$ cat src/rtl/funct_generator_seq_ctrl.sv
// Burst sequencer for the funct_generator multiply path: pops operand pairs,
// drives the signed multiplier, registers each product and pushes it downstream.
module funct_generator_seq_ctrl #(
    parameter int DATA_WIDTH = 32,
    parameter int CNT_WIDTH  = 8
) (
    input  logic                      clk,
    input  logic                      rst_n,
    input  logic                      start_i,
    input  logic [CNT_WIDTH-1:0]      num_ops_i,
    input  logic                      fifo_empty_i,
    output logic                      fifo_rd_o,
    input  logic [DATA_WIDTH-1:0]     fifo_data_i,
    output logic                      mult_en_o,
    output logic [DATA_WIDTH-1:0]     mult_a_o,
    output logic [DATA_WIDTH-1:0]     mult_b_o,
    input  logic [2*DATA_WIDTH-1:0]   mult_data_i,
    input  logic                      out_full_i,
    output logic                      out_wr_o,
    output logic [2*DATA_WIDTH-1:0]   out_data_o,
    output logic                      busy_o,
    output logic                      done_o,
    output logic [2:0]                dbg_state
);

    localparam int DATA_WIDTH_OUT = 2 * DATA_WIDTH;

    typedef enum logic [2:0] {
        IDLE  = 3'd0,
        RD_A  = 3'd1,
        CAP_A = 3'd2,
        RD_B  = 3'd3,
        CAP_B = 3'd4,
        MULT  = 3'd5,
        WR    = 3'd6,
        DONE  = 3'd7
    } state_t;

    state_t                    state;
    state_t                    state_nxt;
    logic [CNT_WIDTH-1:0]      num_ops;
    logic [CNT_WIDTH-1:0]      cnt;
    logic [CNT_WIDTH-1:0]      cnt_inc;

    assign cnt_inc   = cnt + {{(CNT_WIDTH-1){1'b0}}, 1'b1};
    assign dbg_state = state;

    // Handshakes: a pop happens on a cycle with fifo_rd_o=1 (only issued when
    // !fifo_empty_i), data follows one cycle later; a push happens on a cycle
    // with out_wr_o=1 (only issued when !out_full_i).
    always_ff @(posedge clk) begin
        if (!rst_n) begin
            state      <= IDLE;
            num_ops    <= '0;
            cnt        <= '0;
            mult_a_o   <= '0;
            mult_b_o   <= '0;
            out_data_o <= '0;
        end else begin
            state <= state_nxt;
            case (state)
                IDLE: begin
                    if (start_i) begin
                        num_ops <= num_ops_i;
                        cnt     <= '0;
                    end
                end
                CAP_A: mult_a_o <= fifo_data_i;
                CAP_B: mult_b_o <= fifo_data_i;
                MULT:  out_data_o <= mult_data_i[DATA_WIDTH_OUT-1:0];
                WR: begin
                    if (!out_full_i) cnt <= cnt_inc;
                end
                default: ;
            endcase
        end
    end

    always_comb begin
        state_nxt = state;
        fifo_rd_o = 1'b0;
        mult_en_o = 1'b0;
        out_wr_o  = 1'b0;
        busy_o    = (state != IDLE);
        done_o    = 1'b0;
        case (state)
            IDLE: begin
                if (start_i) state_nxt = (num_ops_i == '0) ? DONE : RD_A;
            end
            RD_A: begin
                if (!fifo_empty_i) begin
                    fifo_rd_o = 1'b1;
                    state_nxt = CAP_A;
                end
            end
            CAP_A: state_nxt = RD_B;
            RD_B: begin
                if (!fifo_empty_i) begin
                    fifo_rd_o = 1'b1;
                    state_nxt = CAP_B;
                end
            end
            CAP_B: state_nxt = MULT;
            MULT: begin
                mult_en_o = 1'b1;
                state_nxt = WR;
            end
            WR: begin
                if (!out_full_i) begin
                    out_wr_o  = 1'b1;
                    // Compare the incremented count so N = 2^CNT_WIDTH-1 ends exactly.
                    state_nxt = (cnt_inc == num_ops) ? DONE : RD_A;
                end
            end
            DONE: begin
                done_o    = 1'b1;
                state_nxt = IDLE;
            end
            default: state_nxt = IDLE;
        endcase
    end

endmodule

$ cat config.mk
export PLATFORM = sky130hd
export DESIGN_NAME = funct_generator_seq_ctrl
export DESIGN_NICKNAME = d
export VERILOG_FILES = /design/src/rtl/funct_generator_seq_ctrl.sv
export SDC_FILE = /design/constraint.sdc
export NUM_CORES = 1
export LEC_CHECK = 0
export CELL_PAD_IN_SITES_DETAIL_PLACEMENT = 2
export CELL_PAD_IN_SITES_GLOBAL_PLACEMENT = 2
export CORE_ASPECT_RATIO = 1.5
export CORE_MARGIN = 2
export CORE_UTILIZATION = 23
export CTS_BUF_LIST = sky130_fd_sc_hd__clkbuf_4 sky130_fd_sc_hd__clkbuf_8
export CTS_CLUSTER_DIAMETER = 30
export DETAILED_ROUTE_END_ITERATION = 12
export PLACE_DENSITY_LB_ADDON = 0.1
export SYNTH_ARGS = -nofsm -noshare
export SYNTH_HDL_FRONTEND = slang
export SYNTH_SLANG_ARGS = --single-unit
$ cat constraint.sdc
create_clock -name clk -period 2 [get_ports clk]
set_clock_uncertainty 0.15 [all_clocks]
set_input_delay 0.2 -clock clk [delete_from_list [all_inputs] [get_ports clk]]
set_output_delay 0.2 -clock clk [all_outputs]
set_load 0.005 [all_outputs]
==> run metrics, run 1 <==
final setup vio count=0; vias=5841; Pwr Density=694.2 nW/um^2; number of global-route vias before repair=approximately 6400; WP depth=4; Die W=between 100 and 150 microns; remaining antenna violation count after routing=0; TritonCTS buffer count=17; Rel. slew slack=53.21%; clk sinks=between 100 and 150; CP required=between 1500 and 2000 ps; first-pass GRT wire length=between 30000 and 40000 microns; CTS tree=built; Worst EP arrival=roughly 1500 ps; placed cell areas=between 8000 and 9000 sq um; die footprint=25380 sq um; sequential-to-total area share from yosys stat=between 50 and 60%; post-synthesis cell area=5542 sq um; Setup Crit Path Kind=register to output pin; Synthesis Warnings=0; Synth async-reset ratio=0%; WL final=approximately 23000 microns; Worst setup EP type=output pin; Worst Hold Path Cells=3; reg-to-reg setup timing slack=190 ps; Max Cap Viol=0; EDFF count, synth=0; initial antenna violation count=1; final worst path period need=about 1900 ps; Max IR drop VDD=between 0.3 and 0.4 mV; Core Util, Final=approximately 37%; total gr overflow=0; Clock Tree Root=clkbuf_8; Gate Count Post-Synth=706; crit path launch type=register; H-tree depth=4; DP Wirelength=around 17000 microns; Most used DFF post-synth=dfxtp_1; average wire per standard cell=17.78 microns; final hold violation count=0; vias per std cell=around 4.6; residual DRC count=0; worst path bufs/invs=3; gpl congestion=just under 0.8; Core Region=between 20000 and 25000 sq um; Final Instance Area=8857 sq um; Critical Path Fanout Max=7; Area Growth Syn to Fin=59.83%; Ant. Diodes=0; GRT Util Overall=a little under a fifth; Hold WC Path Type=primary input to register; WHS=123.4 ps; fmax=0.5287 GHz; outcome=complete, no violations; Slew Viols, Final=0; worst skew pair latency=between 400 and 500 ps; Top-Level Pins=about 250; cell chain of the critical path=buf_6, nor3_4, inv_2, dlygate4sd2_1; Reg clk slew, reported paths=90 ps; syn_nets=roughly 800; initial core utilization=23.43%; layout net count=about 1100; Distinct cells, synth=47; post-place setup slack=-39.09 ps; critical path's slowest cell=dfxtp_4; Die Height=approximately 190 microns; row count=a little under 70; Seq cells post-synth=around 150; Worst Setup Slack, final=between 100 and 150 ps; worst-case reg-to-reg path depth=5; ratio of cells with drive above 1 in the final layout=under 10%; first drt pass iteration count=4; Starting DRT DRC Count=~140; fin crit share=between 90% and 100%; CTS max path bufs=2; Lkg Pwr=about 3 nW; syn_area_per_cell=between 7 and 8 sq um; crit-path leading delay family=buffers and inverters; RSZ-0062 raised after global routing=no; Critical Path Max Stage Delay=around 350 ps; Buffers on Ports=approximately 240; worst-margin pin slew=approximately 700 ps; largest net degree at the start of global routing=65
-- per-layer routing --
layer | GRT usage [%] | part of all wire (%)
met1 | 17.15 | 36
met2 | 35.55 | 57
met3 | 5.298 | 5.7
met4 | 6.186 | 2.1
met5 | 0 | 0.057
-- Yosys cell counts, drive strengths merged, types with 3 or more instances --
library cell	instances	area (sq um)
a21oi	146	730.7
a31oi	3	18.77
and2	3	18.77
o31ai	3	22.52
clkbuf	30	113.9
nor2	10	37.54
xor2	5	43.79
nand2b	5	31.28
buf	21	123.9
dfxtp	147	2943
o21ai	6	30.03
and3	3	18.77
nand2	280	1051
nand3b	3	35.03
xnor2	4	35.03
inv	3	11.26
-- power breakdown --
part / internal (mW) / switching (mW) / leakage (nW)
combinational: 0.431 / 0.351 / 1.65
sequential: 3.00 / 0.0462 / 1.19
clock: 1.18 / 1.14 / 0.198
total: 4.61 / 1.54 / 3.04
-- logic make-up after synthesis --
logic type / Yosys count / share of synthesized area, %
XOR/XNOR: 10 / 1.851
flip-flops: 147 / 53.10
multiplexers: 2 / 0.3838
buffers and inverters: 55 / 4.561
AO/OA/AOI/OAI: 170 / 16.21
AND/OR/NAND/NOR: 321 / 23.66
adder cells (fa/ha/maj): 1 / 0.2257
-- stage by stage --
step / setup TNS [ps] / cells / power [mW]
after global routing: 0 / 1276 / 6.471
after floorplan: 0 / 706 / 3.376
after detailed placement: -39.09 / 1242 / 3.884
after CTS: 0 / 1276 / 6.282
after global placement: 0 / 1242 / 3.859
final: 0 / 1276 / 6.148
-- repair_timing --
item | 4_1_cts | 5_1_grt
setup endpoints to repair | 7 | 2
resized for setup | 19 | 2
pin swaps | 2 | 1
setup buffers | 3 | 0
hold buffers | 0 | 0
-- sequential cells by signal, summed over array words and instances, names as in the netlist --
signal and cells:
num_ops 8, out_data_o 64, dbg_state 3, cnt 8
mult_a_o 32, mult_b_o 32
-- worst register-to-register path, delay by kind of cell, from the launching register on --
family	cells	cell delay (ps)
adders and majority gates	1	260
xor gates and xnor gates	1	220
and+or+nand+nor	1	250
AOI/OAI and AO/OA	2	420
DFF	1	390
-- final timing paths --
kind,start,to
worst max-delay path,dbg_state[1],busy_o
worst min-delay path,mult_data_i[20],out_data_o[20]
worst max register to register,cnt[1],dbg_state[2]
worst min register to register,mult_b_o[0],mult_b_o[0]
-- layout by cell type (no fill, tap or decap), drive strengths merged, types with 3 or more instances in the layout --
cell type,count
clkinv,7
and2,3
dfxtp,147
dlygate4sd2,4
a31oi,3
xnor2,4
buf,28
and3,3
inv,3
clkbuf,21
nand2,280
o21ai,6
xor2,5
clkdlybuf4s50,239
nand2b,5
nor2,10
o31ai,3
nand3b,3
a21oi,146
-- layout make-up --
cell class                      count  area, sq um
Clock buffer                       21        276.5
Clock inverter                     10        108.9
Fill cell                        2711        14800
Inverter                            4        18.77
Multi-Input combinational cell    504         2381
Sequential cell                   147         2952
Tap cell                          319        399.1
Timing Repair Buffer              271         2721
Power figures use the tool's default switching activity.
==> run 2, diff against run 1 <==
--- a/config.mk
+++ b/config.mk
@@ -15,4 +15,5 @@
 export DETAILED_ROUTE_END_ITERATION = 12
 export PLACE_DENSITY_LB_ADDON = 0.1
+export SLEW_MARGIN = 20
 export SYNTH_ARGS = -nofsm -noshare
 export SYNTH_HDL_FRONTEND = slang
==> constraint.sdc (replaced) <==
create_clock -name clk -period 2 [get_ports clk]
set_clock_uncertainty 0.15 [all_clocks]
set_input_delay 0.2 -clock clk [delete_from_list [all_inputs] [get_ports clk]]
set_output_delay 0.2 -clock clk [all_outputs]
set_load 0.02 [all_outputs]
==> run metrics, run 2 (synthesis gave the netlist of run 1 again) <==
Starting DRT DRC Count=120; Core Region=23660 sq um; Rel. slew slack=~54%; average wire per standard cell=between 15 and 20 microns; Final Instance Area=8877 sq um; first-pass GRT wire length=between 30000 and 40000 microns; vias per std cell=about 4.5; leading cell type in the layout, fill and taps excluded=nand2_1; DP Cell Count=1237; Die W=around 130 microns; Critical Path Max Stage Delay=roughly 610 ps; WL final=approximately 22000 microns; vias=between 5000 and 6000; Layout Cells excl Fill=1269; Largest register FFs=64; Area Growth Syn to Fin=60.19%; fmax=around 0.52 GHz; Worst Setup Slack, final=between 60 and 70 ps; outcome=complete, no violations; final worst path period need=1936 ps; total gr overflow=0; Core Util, Final=about 38%; Buffers on Ports=~240; residual DRC count=0; final hold violation count=0; placed cell areas=roughly 8400 sq um; ratio of cells with drive above 1 in the final layout=a little under 7%; worst-margin pin slew=roughly 680 ps; worst skew pair latency=440 ps; post-place setup slack=-158.4 ps; Critical path origin=dbg_state[1]; GRT Util Overall=around 17%; Slew Viols, Final=0; gpl congestion=slightly above 0.7; cell chain of the critical path=buf_12, clkdlybuf4s50_1; Worst setup EP type=output pin; # fillers=approximately 2700; Top Registers=out_data_o (64), mult_a_o (32), mult_b_o (32); Lkg Pwr=between 3 and 4 nW; CP required=1650 ps; final setup vio count=0; WHS=between 150 and 200 ps; setup tns final=0 ps; Clock Tree Root=clkbuf_8; HP Start=mult_data_i[17]; worst path bufs/invs=2; clk sinks=~150; Hold WC Path Type=primary input to register; most frequent cells in the layout=280 x nand2_1, 237 x clkdlybuf4s50_1, 146 x a21oi_1; RSZ-0062 raised after global routing=no; CTS tree=built; Critical Path Fanout Max=16; TritonCTS buffer count=17; largest net degree at the start of global routing=between 60 and 70; fin crit share=a little over nine tenths; row count=69; DP Wirelength=between 15000 and 20000 microns; first drt pass iteration count=4; Max IR drop VDD=between 0.3 and 0.4 mV; Reg clk slew, reported paths=approximately 80 ps; Pwr Density=~730 nW/um^2; initial antenna violation count=1; CTS max path bufs=2; Worst EP arrival=approximately 1600 ps; crit-path leading delay family=buffers and inverters; Max Cap Viol=0; layout net count=approximately 1000; Top-Level Pins=~250; R2R Path Start=cnt[1]; total power=6.465 mW; H-tree depth=4; Setup Crit Path Kind=register to output pin; remaining antenna violation count after routing=0; number of global-route vias before repair=~6300; initial core utilization=a little under a quarter; Die Height=about 190 microns; crit path launch type=register; cts hold-fix bufs=0; die footprint=roughly 25000 sq um; register with the most flip-flops=out_data_o; critical path's slowest cell=clkdlybuf4s50_1
-- run 2: changes by cell type in the layout (fill, tap and decap cells not counted), moves of 2 or more --
cell | before | now
buf_4 | 18 | 10
clkdlybuf4s15_2 | 0 | 3
dfxtp_4 | 2 | 0
buf_12 | 6 | 9
bufinv_16 | 2 | 4
clkdlybuf4s50_1 | 239 | 237
clkinv_2 | 6 | 4
buf_6 | 3 | 0
-- run 2: cell type report --
class / count / area [sq um] / area share, %
Tap cell: 319 / 399.1 / 4.496
Clock inverter: 10 / 156.4 / 1.762
Sequential cell: 147 / 2945 / 33.18
Timing Repair Buffer: 263 / 2693 / 30.33
Clock buffer: 21 / 276.5 / 3.115
Antenna cell: 1 / 2.502 / 0.02819
Inverter: 4 / 17.52 / 0.1973
Multi-Input combinational cell: 504 / 2387 / 26.89
-- run 2: final timing paths --
kind | depth (start not counted) | endpoint | slack (ps)
setup reg to reg | 5 | cnt[6] | 170
setup / recovery | 2 | dbg_state[1] | 60
hold / removal | 3 | out_data_o[17] | 150
hold reg to reg | 2 | mult_b_o[4] | 310
-- run 2: per-layer routing --
| layer | vias up | track usage [%] | part of all wire (%) | wire length (microns) |
|---|---|---|---|---|
| li1 | 2772 | - | - | - |
| met1 | 2796 | 17.40 | 38 | 8438 |
| met2 | 154 | 33.80 | 55 | 12280 |
| met3 | 22 | 4.305 | 5.0 | 1105 |
| met4 | 0 | 5.989 | 2.0 | 448 |
| met5 | - | 0 | 0 | 0 |
-- run 2: power by group --
| group | switching [mW] | leakage (nW) | internal, mW |
|---|---|---|---|
| clock | 1.14 | 0.222 | 1.44 |
| combinational | 0.417 | 1.61 | 0.426 |
| sequential | 0.0478 | 1.19 | 3.00 |
| total | 1.60 | 3.02 | 4.86 |
-- run 2: what timing repair did --
action / in CTS / in global routing
endpoints found under the hold margin: 0 / 0
setup endpoints to repair: 7 / 5
gates resized for setup: 16 / 6
setup buffers: 0 / 0
-- run 2: worst min-delay path: stages --
cell,delay (ps)
clkdlybuf4s50_1,400
nand2_1,60
a21oi_1,50
==> run 3, diff against run 2 <==
- CORE_UTILIZATION: 23 -> 35
- DONT_BUFFER_PORTS: unset -> 1
- GPL_ROUTABILITY_DRIVEN: unset -> 0
==> run metrics, run 3 (synthesis gave the netlist of run 1 again) <==
initial antenna violation count=0; HP Start=fifo_empty_i; WL final=~23000 microns; Starting DRT DRC Count=around 190; first drt pass iteration count=4; # fillers=around 1700; Rel. slew slack=~60%; Top-Level Pins=245; total gr overflow=0; Sw Pwr=roughly 1.7 mW; Buffers on Ports=0; average wire per standard cell=~22 microns; fin crit share=a little over nine tenths; most frequent cells in the layout=280 x nand2_1, 146 x a21oi_1, 144 x dfxtp_1; leading cell type in the layout, fill and taps excluded=nand2_1; Critical Path Max Stage Delay=roughly 400 ps; DP Wirelength=between 10000 and 15000 microns; Critical path origin=dbg_state[1]; WHS=~70 ps; residual DRC count=0; CTS tree=built; GRT Util Overall=about a quarter; CP required=around 1700 ps; Hold Path Sink=dbg_state[1]; outcome=complete, no violations; Largest register FFs=64; register share of total power=50.5%; Area Growth Syn to Fin=32.35%; Comb power frac=under 10%; CTS max path bufs=2; reg-to-reg setup timing slack=140 ps; Hold WC Path Type=primary input to register; clk sinks=around 150; Core Util, Final=47.15%; Core Region=between 15000 and 20000 sq um; critical path's slowest cell=dfxtp_1; total power=6.201 mW; crit path launch type=register; Clock power frac=roughly two fifths; worst skew pair latency=440 ps; first-pass GRT wire length=between 30000 and 40000 microns; Pint=between 4 and 5 mW; Slew Viols, Final=0; reg-to-reg endpoint=dbg_state[2]; R2R Path Start=num_ops[6]; final worst path period need=about 1900 ps; vias=around 5400; TritonCTS buffer count=17; Switching Share=between 20% and 30%; cell chain of the critical path=or2_2, inv_2, buf_12; Worst EP arrival=around 1600 ps; initial core utilization=approximately 36%; largest net degree at the start of global routing=between 90 and 100; Die W=between 100 and 150 microns; worst path bufs/invs=2; Worst Hold Path Cells=4; final hold violation count=0; Reg clk slew, reported paths=80 ps; Max Cap Viol=0; register with the most flip-flops=out_data_o; crit-path leading delay family=flip-flops; number of global-route vias before repair=between 6000 and 7000; Worst Setup Slack, final=between 70 and 80 ps; vias per std cell=about 5.3; Clock Tree Root=clkbuf_8; Worst setup EP type=output pin; Die Height=158.1 microns; final setup vio count=0; Pwr Density=845.5 nW/um^2; Max IR drop VDD=between 0.3 and 0.4 mV; H-tree depth=4; ratio of cells with drive above 1 in the final layout=under 10%; worst-margin pin slew=584.6 ps; post-place setup slack=roughly 28 ps; die footprint=16880 sq um; Setup Crit Path Kind=register to output pin; fmax=0.5202 GHz; Top Registers=out_data_o (64), mult_a_o (32), mult_b_o (32); worst-case reg-to-reg path depth=4; Critical Path Fanout Max=17; remaining antenna violation count after routing=0; row count=56; Lkg Pwr=about 2.6 nW; layout net count=between 900 and 1000; Ant. Diodes=0
## run 3: what timing repair did
action | 4_1_cts | 5_1_grt
setup endpoints to repair | 2 | 4
hold buffers | 108 | 0
cloned | 1 | 1
pin swaps | 0 | 1
gates resized for setup | 4 | 3
hold endpoints to repair | 140 | 0
setup buffers | 0 | 2
## run 3: power groups by stage
stage,clock network (mW),logic (mW),registers [mW]
floorplan,0,0.277,3.17
global placement,0,0.353,3.20
detailed placement,0,0.373,3.20
CTS,2.55,0.570,3.14
global route,2.66,0.651,3.14
finish,2.48,0.592,3.13
## run 3: layout make-up
| cell class | count | area [sq um] | area share (%) |
|---|---|---|---|
| Clock buffer | 18 | 241.5 | 3.292 |
| Clock inverter | 13 | 173.9 | 2.371 |
| Inverter | 4 | 18.77 | 0.2559 |
| Multi-Input combinational cell | 504 | 2356 | 32.12 |
| Sequential cell | 147 | 2949 | 40.21 |
| Tap cell | 203 | 254.0 | 3.463 |
| Timing Repair Buffer | 127 | 1341 | 18.29 |
## run 3: routing by layer
| metal | GRT usage (%) | share of wire (%) | vias to the layer above |
|---|---|---|---|
| met5 | 0 | 0 | - |
| met4 | 8.596 | 2.0 | 0 |
| li1 | - | - | 2503 |
| met1 | 24.47 | 34 | 2710 |
| met3 | 9.263 | 7.2 | 36 |
| met2 | 52.11 | 57 | 179 |
## run 3: worst max path at each step
stage / to / slack (ps) / cells past startpoint
floorplan: cnt[3] / 150 / 6
global placement: dbg_state[2] / 140 / 5
detailed placement: out_data_o[29] / 30 / 6
CTS: mult_en_o / 1 / 4
global route: dbg_state[1] / -10 / 5
finish: mult_en_o / 80 / 3
## run 3: worst min-delay path: cells and delay by family
| family | cells | cell delay [ps] |
|---|---|---|
| AOI/OAI and AO/OA | 3 | 360 |
| and+or+nand+nor | 1 | 60 |
## run 3: per-stage QoR
stage / area, sq um / TNS (ps) / instances
6_report: 7335 / 0 / 1016
5_1_grt: 7335 / -10.69 / 1016
4_1_cts: 7286 / 0 / 1013
3_5_place_dp: 5751 / 0 / 873
3_3_place_gp: 5751 / 0 / 873
2_1_floorplan: 5542 / 0 / 706
